File: src/rtl/pipe_hazard_ctrl_if.sv
// Control bundle between the hazard sequencer and the pipeline it steers.
// master: the sequencer (reads hazard inputs, drives enables, bubbles, and status).
// slave: the pipeline side (drives hazard inputs, consumes enables, bubbles, and status).
// There is no ready/valid handshake on this bundle. Every hazard input is a level
// that is sampled each cycle. Every enable and bubble output is a combinational
// level that is valid for that same cycle.
interface pipe_hazard_ctrl_if #(
    parameter int unsigned CNT_W = 16
);
    // hazard inputs
    logic             imem_stall;
    logic             dmem_stall;
    logic             dmem_done;
    logic             fd_valid;
    logic [2:0]       fd_rs;
    logic [2:0]       fd_rt;
    logic             fd_rs_used;
    logic             fd_rt_used;
    logic             dx_valid;
    logic             dx_MemRead;
    logic [2:0]       dx_rf_write_reg;
    logic             x_branch_taken;
    logic             mw_valid;
    logic             mw_halt;
    // latch controls
    logic             pc_we;
    logic             fd_we;
    logic             dx_we;
    logic             xm_we;
    logic             mw_we;
    logic             fd_bubble;
    logic             dx_bubble;
    logic             mw_bubble;
    // status
    logic             halted;
    logic             dmem_timeout;
    logic [CNT_W-1:0] stall_cycles;
    logic [1:0]       dbg_state;

    modport master (
        input  imem_stall, dmem_stall, dmem_done, fd_valid, fd_rs, fd_rt,
               fd_rs_used, fd_rt_used, dx_valid, dx_MemRead, dx_rf_write_reg,
               x_branch_taken, mw_valid, mw_halt,
        output pc_we, fd_we, dx_we, xm_we, mw_we, fd_bubble, dx_bubble, mw_bubble,
               halted, dmem_timeout, stall_cycles, dbg_state
    );

    modport slave (
        output imem_stall, dmem_stall, dmem_done, fd_valid, fd_rs, fd_rt,
               fd_rs_used, fd_rt_used, dx_valid, dx_MemRead, dx_rf_write_reg,
               x_branch_taken, mw_valid, mw_halt,
        input  pc_we, fd_we, dx_we, xm_we, mw_we, fd_bubble, dx_bubble, mw_bubble,
               halted, dmem_timeout, stall_cycles, dbg_state
    );
endinterface

File: src/rtl/pipe_hazard_ctrl.sv
// Stall/flush sequencer for the 5-stage pipeline.
// It drives the PC and the FD/DX/XM/MW latch write enables and the bubble inserts.
// It resolves halt, multi-cycle data memory accesses, taken branches, load-use
// hazards, and instruction memory misses, in that priority order.
// The FSM state is exposed on dbg_state (RUN=0, DMEM_WAIT=1, HALTED=2).
module pipe_hazard_ctrl #(
    parameter int unsigned MAX_WAIT = 64,
    parameter int unsigned CNT_W    = 16
) (
    input  logic clk,
    input  logic rst,
    pipe_hazard_ctrl_if.master bus
);
    localparam int unsigned WAIT_W = 16;

    typedef enum logic [1:0] {
        RUN       = 2'd0,
        DMEM_WAIT = 2'd1,
        HALTED    = 2'd2
    } state_e;

    state_e             state_q, state_d;
    logic [WAIT_W-1:0]  wait_cnt_q, wait_cnt_d;
    logic               timeout_q, timeout_d;
    logic [CNT_W-1:0]   stall_cnt_q, stall_cnt_d;

    logic pc_we, fd_we, dx_we, xm_we, mw_we;
    logic fd_bubble, dx_bubble, mw_bubble;
    logic load_use;

    // The instruction in FD reads the register that the load in DX has not produced yet.
    assign load_use = bus.dx_valid & bus.dx_MemRead & bus.fd_valid &
                      ((bus.fd_rs_used & (bus.fd_rs == bus.dx_rf_write_reg)) |
                       (bus.fd_rt_used & (bus.fd_rt == bus.dx_rf_write_reg)));

    // Next-state and latch-control decode; reset overrides everything to flush all latches.
    always_comb begin
        state_d    = state_q;
        wait_cnt_d = wait_cnt_q;
        timeout_d  = timeout_q;
        pc_we      = 1'b1;
        fd_we      = 1'b1;
        dx_we      = 1'b1;
        xm_we      = 1'b1;
        mw_we      = 1'b1;
        fd_bubble  = 1'b0;
        dx_bubble  = 1'b0;
        mw_bubble  = 1'b0;

        case (state_q)
            RUN: begin
                if (bus.mw_valid && bus.mw_halt) begin
                    // The halt is already in MW, so freeze everything.
                    {pc_we, fd_we, dx_we, xm_we, mw_we} = 5'b0;
                    state_d = HALTED;
                end else if (bus.dmem_stall && !bus.dmem_done) begin
                    // Hold up to XM and drain MW with a bubble while memory works.
                    {pc_we, fd_we, dx_we, xm_we} = 4'b0;
                    mw_bubble  = 1'b1;
                    state_d    = DMEM_WAIT;
                    wait_cnt_d = WAIT_W'(1);
                end else if (bus.x_branch_taken) begin
                    // Both younger instructions are on the wrong path.
                    fd_bubble = 1'b1;
                    dx_bubble = 1'b1;
                end else if (load_use) begin
                    // Hold FD and the PC for one cycle, and inject one bubble into DX.
                    pc_we     = 1'b0;
                    fd_we     = 1'b0;
                    dx_bubble = 1'b1;
                end else if (bus.imem_stall) begin
                    pc_we     = 1'b0;
                    fd_bubble = 1'b1;
                end
            end
            DMEM_WAIT: begin
                if (bus.dmem_done) begin
                    // Load data lands in MW and everything advances.
                    // Other hazards are re-evaluated next cycle.
                    state_d    = RUN;
                    wait_cnt_d = '0;
                end else if (wait_cnt_q >= WAIT_W'(MAX_WAIT)) begin
                    // Memory never answered, so stop the machine from this cycle on.
                    {pc_we, fd_we, dx_we, xm_we, mw_we} = 5'b0;
                    state_d    = HALTED;
                    timeout_d  = 1'b1;
                    wait_cnt_d = '0;
                end else begin
                    {pc_we, fd_we, dx_we, xm_we} = 4'b0;
                    mw_bubble  = 1'b1;
                    wait_cnt_d = wait_cnt_q + WAIT_W'(1);
                end
            end
            HALTED: begin
                {pc_we, fd_we, dx_we, xm_we, mw_we} = 5'b0;
            end
            default: begin
                state_d = RUN;
            end
        endcase

        if (rst) begin
            {pc_we, fd_we, dx_we, xm_we, mw_we} = 5'b11111;
            {fd_bubble, dx_bubble, mw_bubble}   = 3'b111;
        end
    end

    // Count frontend-stalled cycles while the machine is live, saturating at all-ones.
    always_comb begin
        stall_cnt_d = stall_cnt_q;
        if (!rst && (state_q != HALTED) && !pc_we && (stall_cnt_q != {CNT_W{1'b1}})) begin
            stall_cnt_d = stall_cnt_q + CNT_W'(1);
        end
    end

    // State, wait counter, sticky timeout and stall counter registers.
    always_ff @(posedge clk) begin
        if (rst) begin
            state_q     <= RUN;
            wait_cnt_q  <= '0;
            timeout_q   <= 1'b0;
            stall_cnt_q <= '0;
        end else begin
            state_q     <= state_d;
            wait_cnt_q  <= wait_cnt_d;
            timeout_q   <= timeout_d;
            stall_cnt_q <= stall_cnt_d;
        end
    end

    assign bus.pc_we        = pc_we;
    assign bus.fd_we        = fd_we;
    assign bus.dx_we        = dx_we;
    assign bus.xm_we        = xm_we;
    assign bus.mw_we        = mw_we;
    assign bus.fd_bubble    = fd_bubble;
    assign bus.dx_bubble    = dx_bubble;
    assign bus.mw_bubble    = mw_bubble;
    assign bus.halted       = (state_q == HALTED);
    assign bus.dmem_timeout = timeout_q;
    assign bus.stall_cycles = stall_cnt_q;
    assign bus.dbg_state    = state_q;
endmodule

File: src/flat_wrapper.sv
// flat-port wrapper written by rule: the top's interface ports become plain ports
module pipe_hazard_ctrl_flat 
#(
    parameter int unsigned MAX_WAIT = 64,
    parameter int unsigned CNT_W    = 16
)
  (clk, rst, bus_imem_stall, bus_dmem_stall, bus_dmem_done, bus_fd_valid, bus_fd_rs, bus_fd_rt, bus_fd_rs_used, bus_fd_rt_used, bus_dx_valid, bus_dx_MemRead, bus_dx_rf_write_reg, bus_x_branch_taken, bus_mw_valid, bus_mw_halt, bus_pc_we, bus_fd_we, bus_dx_we, bus_xm_we, bus_mw_we, bus_fd_bubble, bus_dx_bubble, bus_mw_bubble, bus_halted, bus_dmem_timeout, bus_stall_cycles, bus_dbg_state);
  pipe_hazard_ctrl_if #(.CNT_W(CNT_W)) bus_i ();
  input  logic clk;
  input  logic rst;
  input wire logic [$bits(bus_i.imem_stall)-1:0] bus_imem_stall;
  input wire logic [$bits(bus_i.dmem_stall)-1:0] bus_dmem_stall;
  input wire logic [$bits(bus_i.dmem_done)-1:0] bus_dmem_done;
  input wire logic [$bits(bus_i.fd_valid)-1:0] bus_fd_valid;
  input wire logic [$bits(bus_i.fd_rs)-1:0] bus_fd_rs;
  input wire logic [$bits(bus_i.fd_rt)-1:0] bus_fd_rt;
  input wire logic [$bits(bus_i.fd_rs_used)-1:0] bus_fd_rs_used;
  input wire logic [$bits(bus_i.fd_rt_used)-1:0] bus_fd_rt_used;
  input wire logic [$bits(bus_i.dx_valid)-1:0] bus_dx_valid;
  input wire logic [$bits(bus_i.dx_MemRead)-1:0] bus_dx_MemRead;
  input wire logic [$bits(bus_i.dx_rf_write_reg)-1:0] bus_dx_rf_write_reg;
  input wire logic [$bits(bus_i.x_branch_taken)-1:0] bus_x_branch_taken;
  input wire logic [$bits(bus_i.mw_valid)-1:0] bus_mw_valid;
  input wire logic [$bits(bus_i.mw_halt)-1:0] bus_mw_halt;
  output wire logic [$bits(bus_i.pc_we)-1:0] bus_pc_we;
  output wire logic [$bits(bus_i.fd_we)-1:0] bus_fd_we;
  output wire logic [$bits(bus_i.dx_we)-1:0] bus_dx_we;
  output wire logic [$bits(bus_i.xm_we)-1:0] bus_xm_we;
  output wire logic [$bits(bus_i.mw_we)-1:0] bus_mw_we;
  output wire logic [$bits(bus_i.fd_bubble)-1:0] bus_fd_bubble;
  output wire logic [$bits(bus_i.dx_bubble)-1:0] bus_dx_bubble;
  output wire logic [$bits(bus_i.mw_bubble)-1:0] bus_mw_bubble;
  output wire logic [$bits(bus_i.halted)-1:0] bus_halted;
  output wire logic [$bits(bus_i.dmem_timeout)-1:0] bus_dmem_timeout;
  output wire logic [$bits(bus_i.stall_cycles)-1:0] bus_stall_cycles;
  output wire logic [$bits(bus_i.dbg_state)-1:0] bus_dbg_state;
  assign bus_i.imem_stall = bus_imem_stall;
  assign bus_i.dmem_stall = bus_dmem_stall;
  assign bus_i.dmem_done = bus_dmem_done;
  assign bus_i.fd_valid = bus_fd_valid;
  assign bus_i.fd_rs = bus_fd_rs;
  assign bus_i.fd_rt = bus_fd_rt;
  assign bus_i.fd_rs_used = bus_fd_rs_used;
  assign bus_i.fd_rt_used = bus_fd_rt_used;
  assign bus_i.dx_valid = bus_dx_valid;
  assign bus_i.dx_MemRead = bus_dx_MemRead;
  assign bus_i.dx_rf_write_reg = bus_dx_rf_write_reg;
  assign bus_i.x_branch_taken = bus_x_branch_taken;
  assign bus_i.mw_valid = bus_mw_valid;
  assign bus_i.mw_halt = bus_mw_halt;
  assign bus_pc_we = bus_i.pc_we;
  assign bus_fd_we = bus_i.fd_we;
  assign bus_dx_we = bus_i.dx_we;
  assign bus_xm_we = bus_i.xm_we;
  assign bus_mw_we = bus_i.mw_we;
  assign bus_fd_bubble = bus_i.fd_bubble;
  assign bus_dx_bubble = bus_i.dx_bubble;
  assign bus_mw_bubble = bus_i.mw_bubble;
  assign bus_halted = bus_i.halted;
  assign bus_dmem_timeout = bus_i.dmem_timeout;
  assign bus_stall_cycles = bus_i.stall_cycles;
  assign bus_dbg_state = bus_i.dbg_state;
  pipe_hazard_ctrl #(.MAX_WAIT(MAX_WAIT), .CNT_W(CNT_W)) u_core (.clk(clk), .rst(rst), .bus(bus_i));
endmodule
File: config.mk
export PLATFORM = sky130hd
export DESIGN_NAME = pipe_hazard_ctrl_flat
export DESIGN_NICKNAME = d
export VERILOG_FILES = /design/src/rtl/pipe_hazard_ctrl_if.sv /design/src/rtl/pipe_hazard_ctrl.sv /design/src/flat_wrapper.sv
export SDC_FILE = /design/constraint.sdc
export NUM_CORES = 1
export LEC_CHECK = 0
export BUFFER_PORTS_ARGS = -buffer_cell sky130_fd_sc_hd__buf_2
export CAP_MARGIN = 5
export CORE_UTILIZATION = 46
export DETAILED_ROUTE_END_ITERATION = 10
export PLACE_DENSITY_LB_ADDON = 0.05
export SYNTH_ARGS = -nofsm -noshare
export SYNTH_HDL_FRONTEND = slang
export SYNTH_SLANG_ARGS = --single-unit
File: constraint.sdc
create_clock -name clk -period 1.65 [get_ports clk]
set_input_delay 0.165 -clock clk [delete_from_list [all_inputs] [get_ports clk]]
set_output_delay 0.165 -clock clk [all_outputs]
set_load 0.05 [all_outputs]
# ---- Word level (Yosys, flattened, before mapping)
# Cells that the tools add are included.
dict set report totals {
  elab_cells 89
  in_bits 22
  regBits 35
}
dict set report classes {
  reduce_logical 13
  magnitude_cmp 1
  n_eq_ne 10
  n_bitwise 8
  add_sub_neg 2
  muxes 51
}
# cell n
set op_table {}
lappend op_table {{16-bit 2-to-1 mux} 4}
lappend op_table {{1-bit 2-to-1 mux} 36}
lappend op_table {{16-bit by 1-bit adder with 16-bit output (second input constant)} 2}
lappend op_table {{16-bit one-hot mux with 2 select lines} 1}
lappend op_table {{16-bit by 7-bit >= comparator with 1-bit output (second input constant)} 1}
lappend op_table {{16-bit inequality test (second input constant)} 1}
lappend op_table {{1-bit one-hot mux with 3 select lines} 4}
lappend op_table {{3-bit AND reduction} 3}
lappend op_table {{2-bit 2-to-1 mux} 4}
lappend op_table {{3-bit == test} 2}
lappend op_table {{2-bit one-hot mux with 3 select lines} 1}
lappend op_table {{1-bit AND} 5}
lappend op_table {{1-bit logical AND} 5}
lappend op_table {{2-bit inequality test (second input constant)} 2}
lappend op_table {{1-bit zero test} 3}
lappend op_table {{3-bit by 1-bit inequality test with 1-bit output (second input constant)} 1}
lappend op_table {{3-bit by 2-bit inequality test with 1-bit output (second input constant)} 1}
lappend op_table {{2-bit by 1-bit == test with 1-bit output (second input constant)} 1}
lappend op_table {{2-bit == test (second input constant)} 1}
lappend op_table {{2-bit zero test} 1}
lappend op_table {{2-bit by 1-bit inequality test with 1-bit output (second input constant)} 1}
lappend op_table {{1-bit NOT} 2}
lappend op_table {{1-bit one-hot mux with 2 select lines} 1}
lappend op_table {{2-bit nonzero test} 1}
lappend op_table {{1-bit OR} 1}

# ---- Logic depth before layout (Yosys ltp)
# Gate-level depths: netlist of the first run.
dict set report logic_depth {
  depth_word 13
  ltp_mapped 9
  mapped_depth_nobuf 7
}

# ---- Least setup slack after synthesis of the first run
# Ideal clock, no wire load.
dict set report synth_path {
  path_kind {reg-to-output}
  from {reg u_core.state_q[0], in the netlist u_core.bus.dbg_state[0]}
  to {out bus_pc_we}
  t_arrival_ps 2270
  path_stages_with_launch 6
  setup_slack_ps -785
  cell_sequence {dfxtp_1 -> buf_2 -> a21o_1 -> nor3_4 -> o21ai_2 -> o21ai_0}
}
dict set report synth_via {
  elab_chain_cells 3
  elab_cells_between_ends 5
  classes_between {eq/ne (2); mux (2); reduce/logical (1)}
}
# element line_no
set synth_lines {}
lappend synth_lines {{start, declared} pipe_hazard_ctrl.sv:22} ;# state_e state_q, state_d;
lappend synth_lines {{start signal, assigned} pipe_hazard_ctrl.sv:124} ;# state_q <= state_d;
lappend synth_lines {{2-bit == test, or another cell as far along} pipe_hazard_ctrl.sv:50} ;# case (state_q)
lappend synth_lines {{1-bit one-hot mux with 3 select lines (*)} pipe_hazard_ctrl.sv:50}
lappend synth_lines {{1-bit 2-to-1 mux (*)} pipe_hazard_ctrl.sv:102} ;# if (rst) begin
lappend synth_lines {{end, declared} flat_wrapper.sv:25} ;# output wire logic [$bits(bus_i.pc_we)-1:0] bus_pc_we;
# Every way passes the cells marked *; elsewhere a longest branch is shown, timed or not.

# ---- Worst setup path in the final report of the first run
dict set report layout_path {
  from {reg u_core.wait_cnt_q[7]}
  to {out bus_mw_bubble}
}
dict set report layout_via {
  elab_chain_cells 5
}
# element line_no
set layout_lines {}
lappend layout_lines {{start, declared} pipe_hazard_ctrl.sv:23} ;# logic [WAIT_W-1:0] wait_cnt_q, wait_cnt_d;
lappend layout_lines {{start signal, assigned} pipe_hazard_ctrl.sv:125} ;# wait_cnt_q <= wait_cnt_d;
lappend layout_lines {{16-bit by 7-bit >= comparator with 1-bit output} pipe_hazard_ctrl.sv:82} ;# end else if (wait_cnt_q >= WAIT_W'(MAX_WAIT)) begin
lappend layout_lines {{1-bit 2-to-1 mux} pipe_hazard_ctrl.sv:82}
lappend layout_lines {{1-bit 2-to-1 mux} pipe_hazard_ctrl.sv:77} ;# if (bus.dmem_done) begin
lappend layout_lines {{1-bit one-hot mux with 2 select lines} pipe_hazard_ctrl.sv:50}
lappend layout_lines {{1-bit 2-to-1 mux} pipe_hazard_ctrl.sv:102}
lappend layout_lines {{end, declared} flat_wrapper.sv:32} ;# output wire logic [$bits(bus_i.mw_bubble)-1:0] bus_mw_bubble;
# Every way passes these cells.

==> flow_summary.toml, run 1 <==
[status]
status = "finished with violations"
violations = "setup timing"

[global_route]
grt_use_total = 0.256
grt_pass1_wl_um = 8240
antenna_found_initial = 0
gr-total-overflow = 0
first_global_vias = 1828
grt_max_degree = 28

[floorplanning]
initial_core_util = 0.484
design.die.area_sq_mm = 0.00414
io_pins = 50
rows = 22
die_width_um = 64.3
die_h_um = 64.3
core_area_sq_mm = 0.00369

[synth]
synth_nets = 241
async_reset_ff_frac = 0
syn_inst = 216
yosys_most_used_dff = "dfxtp_1"
netlist.top_cell.by_area = "dfxtp_1"
synthDominantCellAreaShare = 0.392
yosysSeqAreaShare = 0.392
netlist_top_cells_count = "dfxtp_1 (35), nor2_1 (27), a21oi_1 (20)"
ys_ff_latch = 35
yosysMostFrequentCell = "dfxtp_1"
synth_area_per_cell_sq_um = 8.27
synth_edf_count = 0
yosys_warnings = 0
synth_cell_type_count = 40
syn_area_sq_mm = 0.00179
synth.top_cells.by_area = "dfxtp_1 (39%), nor2_1 (5.7%), a21oi_1 (5.6%)"

[timing]
rsz0062_at_grt = "yes"
final_hold_viol_count = 0
fmax_ghz = 0.520
fin_tns_setup_ns = -3.14
layout_min_cycle_time_ns = 1.92
tightest_slew_ns = 0.325
fin_crit_sh = 1.17
worst_slack_ns = -0.273
maxSlewViolCount = 0
slew-limit-headroom = 0.783
fin_skew_ns = 0.0103
setup_viol = 36

[clock_tree]
clkSlewWorstSetupHoldPaths_ns = 0.08
clock_sinks = 35
hold_buffers = 0
clock_latency_ns = 0.30
cts_made_buffers = 5
root_buffer = "clkbuf_8"
cts_buffer_depth = 2
htree_levels = 2
cts_tree = "built"

[worst_setup_path]
cpMaxStageDelayCell = "dfxtp_2"
crit_buf_inv = 3
start_kind = "register"
cpMostUsedCell = "buf_4"
critPathKind = "register to output port"
cp.required_ns = 1.48
cp_cell_sequence = "nor4_4, buf_4, nand4_1, buf_4, a21oi_4, or2_4, buf_8"
path_delay_family = "simple AND/OR/NAND/NOR gates"
end_kind = "output port"
max_stage_delay_ns = 0.34
crit_fanout = 2
worstPathArrival_ns = 1.76

[pwr]
powerDensity_mw_per_mm2 = 725
clockPowerShare = 0.344
p_comb_frac = 0.252
sw_frac_of_total = 0.305
finalPower_mw = 2.12
internal_power_mw = 1.48
p_switching_mw = 0.648
p_leak_nw = 1.25
peakVddDrop_mv = 0.511
seqPwrFrac = 0.403

[placement]
placed_cell_area_sq_mm = 0.00240
place_congestion = 0.746
port_buffers = 49
placed_cells = 340
dpl.hpwl_um = 2940

[drt]
num_vias = 1962
wl_per_cell_um = 13.9
vias_per_cell = 5.38
drc = 0
drt_iter0_markers = 138
drtPass1Iterations = 4
wl_um = 5090
antenna_left = 0

[final_layout]
final-instance-count-excl-fill = 365
fin_area_sq_mm = 0.00293
fill_cells = 240
syn_to_final_growth_pct = 63.9
diodes = 0
nNetsFinal = 341
post-route-util = 0.794
layout-drive-gt1-share = 0.536

[run]
maxCapViolations = 0

[min_path]
worstHoldPathType = "input port to register"
[cell families (layout without fill, tap and decap cells)]
family | count (synthesis) | count (layout) | share of synthesized area
adders and majority gates | 3 | 3 | 0.0210
muxes | 1 | 1 | 0.00560
AOI/OAI and AO/OA | 51 | 52 | 0.179
xor gates and xnor gates | 13 | 13 | 0.0637
buffers and inverters | 18 | 118 | 0.0497
and+or+nand+nor | 95 | 95 | 0.289
DFF | 35 | 35 | 0.392
[sequential cells by signal (all words and copies together), names as in the netlist]
| name | cells |
|---|---|
| u_core.bus.dmem_timeout | 1 |
| u_core.bus.dbg_state | 2 |
| u_core.bus.stall_cycles | 16 |
| u_core.wait_cnt_q | 16 |
[through the flow]
| stage | hold slack [ns] | worst slack (ns) |
|---|---|---|
| 2_1_floorplan | 0.416 | -0.198 |
| 3_3_place_gp | 0.449 | -0.0959 |
| 3_5_place_dp | 0.463 | -0.128 |
| 4_1_cts | 0.329 | -0.227 |
| 5_1_grt | 0.363 | -0.352 |
| 6_report | 0.351 | -0.273 |
[final cells by class]
class / instances / area, sq um / area share
Multi-Input combinational cell: 164 / 1190 / 0.407
Timing Repair Buffer: 102 / 793 / 0.271
Sequential cell: 35 / 746 / 0.255
Clock buffer: 6 / 93.8 / 0.0320
Tap cell: 48 / 60.1 / 0.0205
Inverter: 8 / 30.0 / 0.0103
Clock inverter: 2 / 13.8 / 0.00470
[power groups by stage]
stage	combinational (mW)	clock, mW	sequential, mW
2_1_floorplan	0.232	0	0.909
3_3_place_gp	0.363	0	0.878
3_5_place_dp	0.364	0	0.879
4_1_cts	0.506	0.738	0.856
5_1_grt	0.567	0.772	0.858
6_report	0.536	0.731	0.857
[layout by cell type, fill, tap and decap left out, types with 8 or more instances in the layout]
cell type  Yosys  layout
dfxtp_1       35      19
nor2_1        27      16
buf_4          1      43
and3_1        10       9
buf_6          2      12
a21oi_1       20      17
dfxtp_4        0      10
buf_2          2      41
inv_1          8       8
nor2_2         0      10
nand4_1       11      11
[metal layers]
layer  GRT usage  vias to the layer above  wire length, um
li1            -                      983                -
met1       0.338                      913             2400
met2       0.408                       59             2360
met3      0.0571                        7              262
met4      0.0861                        0               57
met5           0                        -                0
[path summary, 6_finish.rpt]
check                                from                          to  slack, ns  depth (start not counted)
setup reg to reg     u_core.wait_cnt_q[7]        u_core.wait_cnt_q[1]      -0.12                          8
hold / removal                        rst  u_core.bus.stall_cycles[3]       0.35                          3
setup / recovery     u_core.wait_cnt_q[7]               bus_mw_bubble      -0.27                          7
hold reg to reg   u_core.bus.dmem_timeout     u_core.bus.dmem_timeout       0.48                          2
[tightest hold or removal path: cells and delay by family]
| kind | cells | cell delay [ns] |
|---|---|---|
| compound gates | 1 | 0.04 |
| buf+inv | 2 | 0.39 |
[what timing repair did]
action | in CTS | in global routing
gates cloned | 4 | 0
buffers inserted | 12 | 1
pin swaps | 33 | 17
endpoints found under the setup margin | 33 | 39
resized for setup | 38 | 30
Note: power is estimated with default switching activity, not from simulation.
==> inputs of run 2 (changes only) <==
--- a/config.mk
+++ b/config.mk
@@ -7,9 +7,11 @@
 export LEC_CHECK = 0
 export BUFFER_PORTS_ARGS = -buffer_cell sky130_fd_sc_hd__buf_2
 export CAP_MARGIN = 5
-export CORE_UTILIZATION = 46
+export CORE_UTILIZATION = 40
+export CTS_CLUSTER_DIAMETER = 200
 export DETAILED_ROUTE_END_ITERATION = 10
 export PLACE_DENSITY_LB_ADDON = 0.05
+export SLEW_MARGIN = 25
 export SYNTH_ARGS = -nofsm -noshare
 export SYNTH_HDL_FRONTEND = slang
 export SYNTH_SLANG_ARGS = --single-unit
==> run 2 against run 1 <==
Compared with the run above:
- clock skew decreased by 0.0076 ns
- die area grew 15%
- worst setup slack improved by 0.0053 ns
- combinational power down 13%
- maximum frequency grew 0.28%
- the flow still finishes with violations (setup timing)
- sequential power rose by 0.6%
- register-to-register slack barely moved
- wire length shrank 9.5%
==> flow_summary.toml, run 2 (same netlist as run 1, synthesis figures left out) <==
[final_layout]
layout_common_cells = "buf_2 (41), buf_4 (39), nor2_1 (27), dfxtp_1 (20), a21oi_1 (16)"
syn_to_final_growth_pct = 56.0
layout_commonest_cell = "buf_2"
layout-drive-gt1-share = 0.481
diodes = 0
nNetsFinal = 332
fin_area_sq_mm = 0.00279

[timing]
fmax_ghz = 0.521
setup_viol = 21
layout_min_cycle_time_ns = 1.92
fin_crit_sh = 1.16
slew-limit-headroom = 0.798
maxSlewViolCount = 0
worst_slack_ns = -0.268
final_hold_viol_count = 0
tightest_slew_ns = 0.301
fin_skew_ns = 0.00268
rsz0062_at_grt = "yes"

[clock_tree]
clock_sinks = 35
clkSlewWorstSetupHoldPaths_ns = 0.07
cts_made_buffers = 5
cts_buffer_depth = 2
root_buffer = "clkbuf_8"
cts_tree = "built"
htree_levels = 2
hold_buffers = 0
clock_latency_ns = 0.28

[worst_setup_path]
reg2reg_depth = 8
max_stage_delay_ns = 0.34
endpoint = "bus_mw_bubble"
cp.required_ns = 1.48
worstPathArrival_ns = 1.75
start_kind = "register"
r2r-start = "u_core.bus.dbg_state[0]"
path_depth = 7
crit_buf_inv = 3
path_delay_family = "simple AND/OR/NAND/NOR gates"
cpMostUsedCell = "buf_4"
end_kind = "output port"
rr_endpoint = "u_core.bus.stall_cycles[1]"
cpMaxStageDelayCell = "dfxtp_2"
critPathKind = "register to output port"
crit_fanout = 3
ff2ff_setup_slack_ns = -0.12
crit_start = "u_core.wait_cnt_q[12]"
cp_cell_sequence = "nor4_4, buf_4, nand4_1, buf_4, a21oi_2, or2_2, buf_8"

[placement]
place_congestion = 0.759
placed_cell_area_sq_mm = 0.00242
port_buffers = 49
dpl.hpwl_um = 3080

[status]
violations = "setup timing"
status = "finished with violations"

[drt]
antenna_left = 0
drtPass1Iterations = 4
drt_iter0_markers = 93
drc = 0
wl_per_cell_um = 12.9
vias_per_cell = 5.23
num_vias = 1873
wl_um = 4600

[global_route]
gr-total-overflow = 0
grt_max_degree = 27
grt_use_total = 0.217
grt_pass1_wl_um = 7560
first_global_vias = 1756
antenna_found_initial = 0

[floorplanning]
design.die.area_sq_mm = 0.00474
initial_core_util = 0.431
die_h_um = 68.8
core_area_sq_mm = 0.00414
rows = 23
die_width_um = 68.8
io_pins = 50

[min_path]
worstHoldPathType = "input port to register"
hold_start = "rst"

[run]
maxCapViolations = 0

[pwr]
finalPower_mw = 2.02
peakVddDrop_mv = 0.363
p_leak_nw = 1.19
powerDensity_mw_per_mm2 = 724
run 2: changes by cell type in the layout (fill, tap and decap cells not counted), sizes merged:
cell	delta
buf	-8
clkbuf	+2
clkinv	-2
a21o	-1
run 2: cell type report:
| cell class | instances | area, sq um |
|---|---|---|
| Sequential cell | 35 | 744 |
| Timing Repair Buffer | 94 | 691 |
| Multi-Input combinational cell | 163 | 1160 |
| Tap cell | 50 | 62.6 |
| Fill cell | 358 | 1360 |
| Inverter | 8 | 30.0 |
| Clock buffer | 8 | 100 |
run 2: metal layers:
layer	part of all wire	GRT usage	up-vias
met5	0	0	-
met2	0.52	0.391	29
li1	-	-	969
met3	0.031	0.0543	4
met1	0.43	0.241	871
met4	0.012	0.0893	0
run 2: what timing repair did:
action / in CTS / in global routing
pin swaps: 22 / 10
resized for setup: 37 / 12
cloned: 2 / 0
endpoints found under the setup margin: 33 / 39
setup buffers: 1 / 3
run 2: worst reg2reg max path, stage by stage (launching register included):
cell and delay, ns:
dfxtp_4 0.35, a21o_1 0.18, nor3_4 0.24, o21ai_2 0.11, o21ai_4 0.25, clkbuf_16 0.20, buf_6 0.10, mux2i_1 0.17
nor2_1 0.05
run 2: worst min path at each step:
stage	cells past startpoint	to	slack, ns
detailed placement	2	u_core.bus.dmem_timeout	0.45
finish	3	u_core.bus.stall_cycles[7]	0.34
global placement	2	u_core.bus.dmem_timeout	0.46
floorplan	3	u_core.bus.dmem_timeout	0.42
CTS	4	u_core.bus.dbg_state[0]	0.28
global route	3	u_core.bus.stall_cycles[3]	0.37
run 2: per-stage QoR:
| stage | setup WS [ns] | utilization | hold WS [ns] | setup TNS [ns] | std cells |
|---|---|---|---|---|---|
| 3_3_place_gp | -0.0921 | 0.585 | 0.455 | -1.77 | 345 |
| 4_1_cts | -0.264 | 0.658 | 0.281 | -1.66 | 356 |
| 6_report | -0.268 | 0.672 | 0.340 | -1.64 | 358 |
| 2_1_floorplan | -0.198 | - | 0.416 | -1.31 | 216 |
| 5_1_grt | -0.350 | 0.672 | 0.366 | -3.58 | 358 |
| 3_5_place_dp | -0.0926 | 0.585 | 0.453 | -1.65 | 345 |
run 2: power by group:
group          internal, mW  switching, mW
clock                 0.381          0.305
sequential            0.846         0.0155
combinational         0.203          0.266
total                  1.43          0.587
==> inputs of run 3 (changes only) <==
--- a/config.mk
+++ b/config.mk
@@ -10,8 +10,9 @@
 export CORE_UTILIZATION = 40
 export CTS_CLUSTER_DIAMETER = 200
 export DETAILED_ROUTE_END_ITERATION = 10
-export PLACE_DENSITY_LB_ADDON = 0.05
+export PLACE_DENSITY_LB_ADDON = 0.3
 export SLEW_MARGIN = 25
 export SYNTH_ARGS = -nofsm -noshare
 export SYNTH_HDL_FRONTEND = slang
 export SYNTH_SLANG_ARGS = --single-unit
+export TNS_END_PERCENT = 5
==> run 3 against run 2 <==
Compared with the run above:
- the run still ends with setup timing left
- critical endpoint is now bus_mw_we
- clock power decreased by 11%
- largest power group unchanged
- via count increased by 1.0%
- critical path type unchanged
- combinational power is 9.4% lower
==> flow_summary.toml, run 3 (same netlist as run 1, synthesis figures left out) <==
[status]
status = "finished with violations"
violations = "setup timing"

[timing]
layout_min_cycle_time_ns = 1.90
slew-limit-headroom = 0.788
fin_tns_setup_ns = -0.744
worst_slack_ns = -0.251
final_hold_viol_count = 0
maxSlewViolCount = 0
tightest_slew_ns = 0.317
fin_crit_sh = 1.15
rsz0062_at_grt = "yes"
fmax_ghz = 0.526
fin_skew_ns = 0.00705
setup_viol = 11

[clock_tree]
clock_sinks = 35
cts_tree = "built"
htree_levels = 2
post-cts-setup-buffer-count = 0
clkSlewWorstSetupHoldPaths_ns = 0.07
cts_buffer_depth = 2
clock_latency_ns = 0.29
root_buffer = "clkbuf_8"
cts_made_buffers = 5

[worst_setup_path]
crit_buf_inv = 3
ff2ff_setup_slack_ns = -0.01
rr_endpoint = "u_core.bus.stall_cycles[13]"
cp.required_ns = 1.48
path_delay_family = "simple AND/OR/NAND/NOR gates"
reg2reg_depth = 7
cpMaxStageDelayCell = "dfxtp_2"
worstPathArrival_ns = 1.74
critPathKind = "register to output port"
max_stage_delay_ns = 0.34
cp_cell_sequence = "nor4_4, buf_4, nand4_1, and2_1, o21a_1, inv_1, buf_6"
r2r-start = "u_core.bus.stall_cycles[11]"
start_kind = "register"
end_kind = "output port"
crit_fanout = 3

[pwr]
p_leak_nw = 1.15
powerDensity_mw_per_mm2 = 717
seqPwrFrac = 0.455
sw_frac_of_total = 0.304
p_switching_mw = 0.577
finalPower_mw = 1.90
clockPowerShare = 0.321
peakVddDrop_mv = 0.446
internal_power_mw = 1.32
p_comb_frac = 0.224

[global_route]
grt_use_total = 0.198
grt_max_degree = 27
grt_pass1_wl_um = 6980
first_global_vias = 1630
antenna_found_initial = 0
gr-total-overflow = 0

[drt]
drt_iter0_markers = 56
num_vias = 1892
wl_um = 4390
drtPass1Iterations = 4
vias_per_cell = 5.28
wl_per_cell_um = 12.3
drc = 0
antenna_left = 0

[final_layout]
syn_to_final_growth_pct = 48.4
layout_common_cells = "buf_4 (42), buf_2 (41), nor2_1 (25), dfxtp_1 (23), a21oi_1 (15)"
layout_commonest_cell = "buf_4"
layout-drive-gt1-share = 0.451
fin_area_sq_mm = 0.00265
diodes = 0
post-route-util = 0.640
nNetsFinal = 332

[floorplanning]
rows = 23
design.die.area_sq_mm = 0.00474
die_h_um = 68.8
core_area_sq_mm = 0.00414
io_pins = 50
die_width_um = 68.8
initial_core_util = 0.431

[min_path]
hold_path_depth = 3
holdPathEnd = "u_core.bus.stall_cycles[10]"
worstHoldPathType = "input port to register"
hold_start = "rst"

[run]
maxCapViolations = 0

[placement]
placed_cell_area_sq_mm = 0.00241
port_buffers = 49
place_congestion = 0.765
dpl.hpwl_um = 3210
## run 3: layout make-up
type                    count  area [sq um]
clock buffers               6          72.6
well taps                  50          62.6
clock inverters             2          11.3
repair buffers             94           644
flip-flops and latches     35           723
multi-input cells         163          1110
inverters                   8          30.0
fillers                   375          1490
## run 3: what timing repair did
action	CTS	global route
resized for setup	25	15
hold buffers	0	0
cloned	0	0
endpoints found under the setup margin	36	38
pin swaps	12	16
## run 3: worst reg2reg max path: stages (launching register included)
cell	delay, ns
dfxtp_2	0.32
and3_1	0.17
and3_4	0.19
a21oi_4	0.13
o21ai_2	0.09
buf_6	0.15
or4_4	0.41
a21oi_2	0.12
## run 3: power by group through the flow
stage / registers, mW / clock network (mW) / logic, mW
global placement: 0.885 / 0 / 0.374
finish: 0.866 / 0.611 / 0.425
global route: 0.867 / 0.666 / 0.458
CTS: 0.865 / 0.633 / 0.413
detailed placement: 0.885 / 0 / 0.379
floorplan: 0.916 / 0 / 0.228
## run 3: routing by layer
layer	vias up	wire (um)	track usage
met1	868	1980	0.235
met5	-	0	0
met3	12	193	0.0510
met2	44	2120	0.338
li1	968	-	-
met4	0	104	0.0765
## run 3: metrics by stage
stage | instances | hold WS (ns) | setup WS, ns
3_5_place_dp | 350 | 0.457 | -0.153
2_1_floorplan | 216 | 0.416 | -0.203
6_report | 358 | 0.362 | -0.251
5_1_grt | 358 | 0.382 | -0.351
4_1_cts | 358 | 0.333 | -0.247
3_3_place_gp | 350 | 0.448 | -0.114
## run 3: how the worst max path moves through the flow
stage	start	to	depth (start not counted)
after floorplan	u_core.bus.dbg_state[0]	u_core.bus.stall_cycles[1]	9
after detailed placement	bus_dx_rf_write_reg[2]	u_core.bus.stall_cycles[7]	8
after global routing	u_core.wait_cnt_q[10]	bus_mw_we	7
after CTS	u_core.wait_cnt_q[12]	bus_mw_we	7
final	u_core.wait_cnt_q[10]	bus_mw_we	7
after global placement	u_core.bus.stall_cycles[0]	u_core.bus.stall_cycles[5]	8
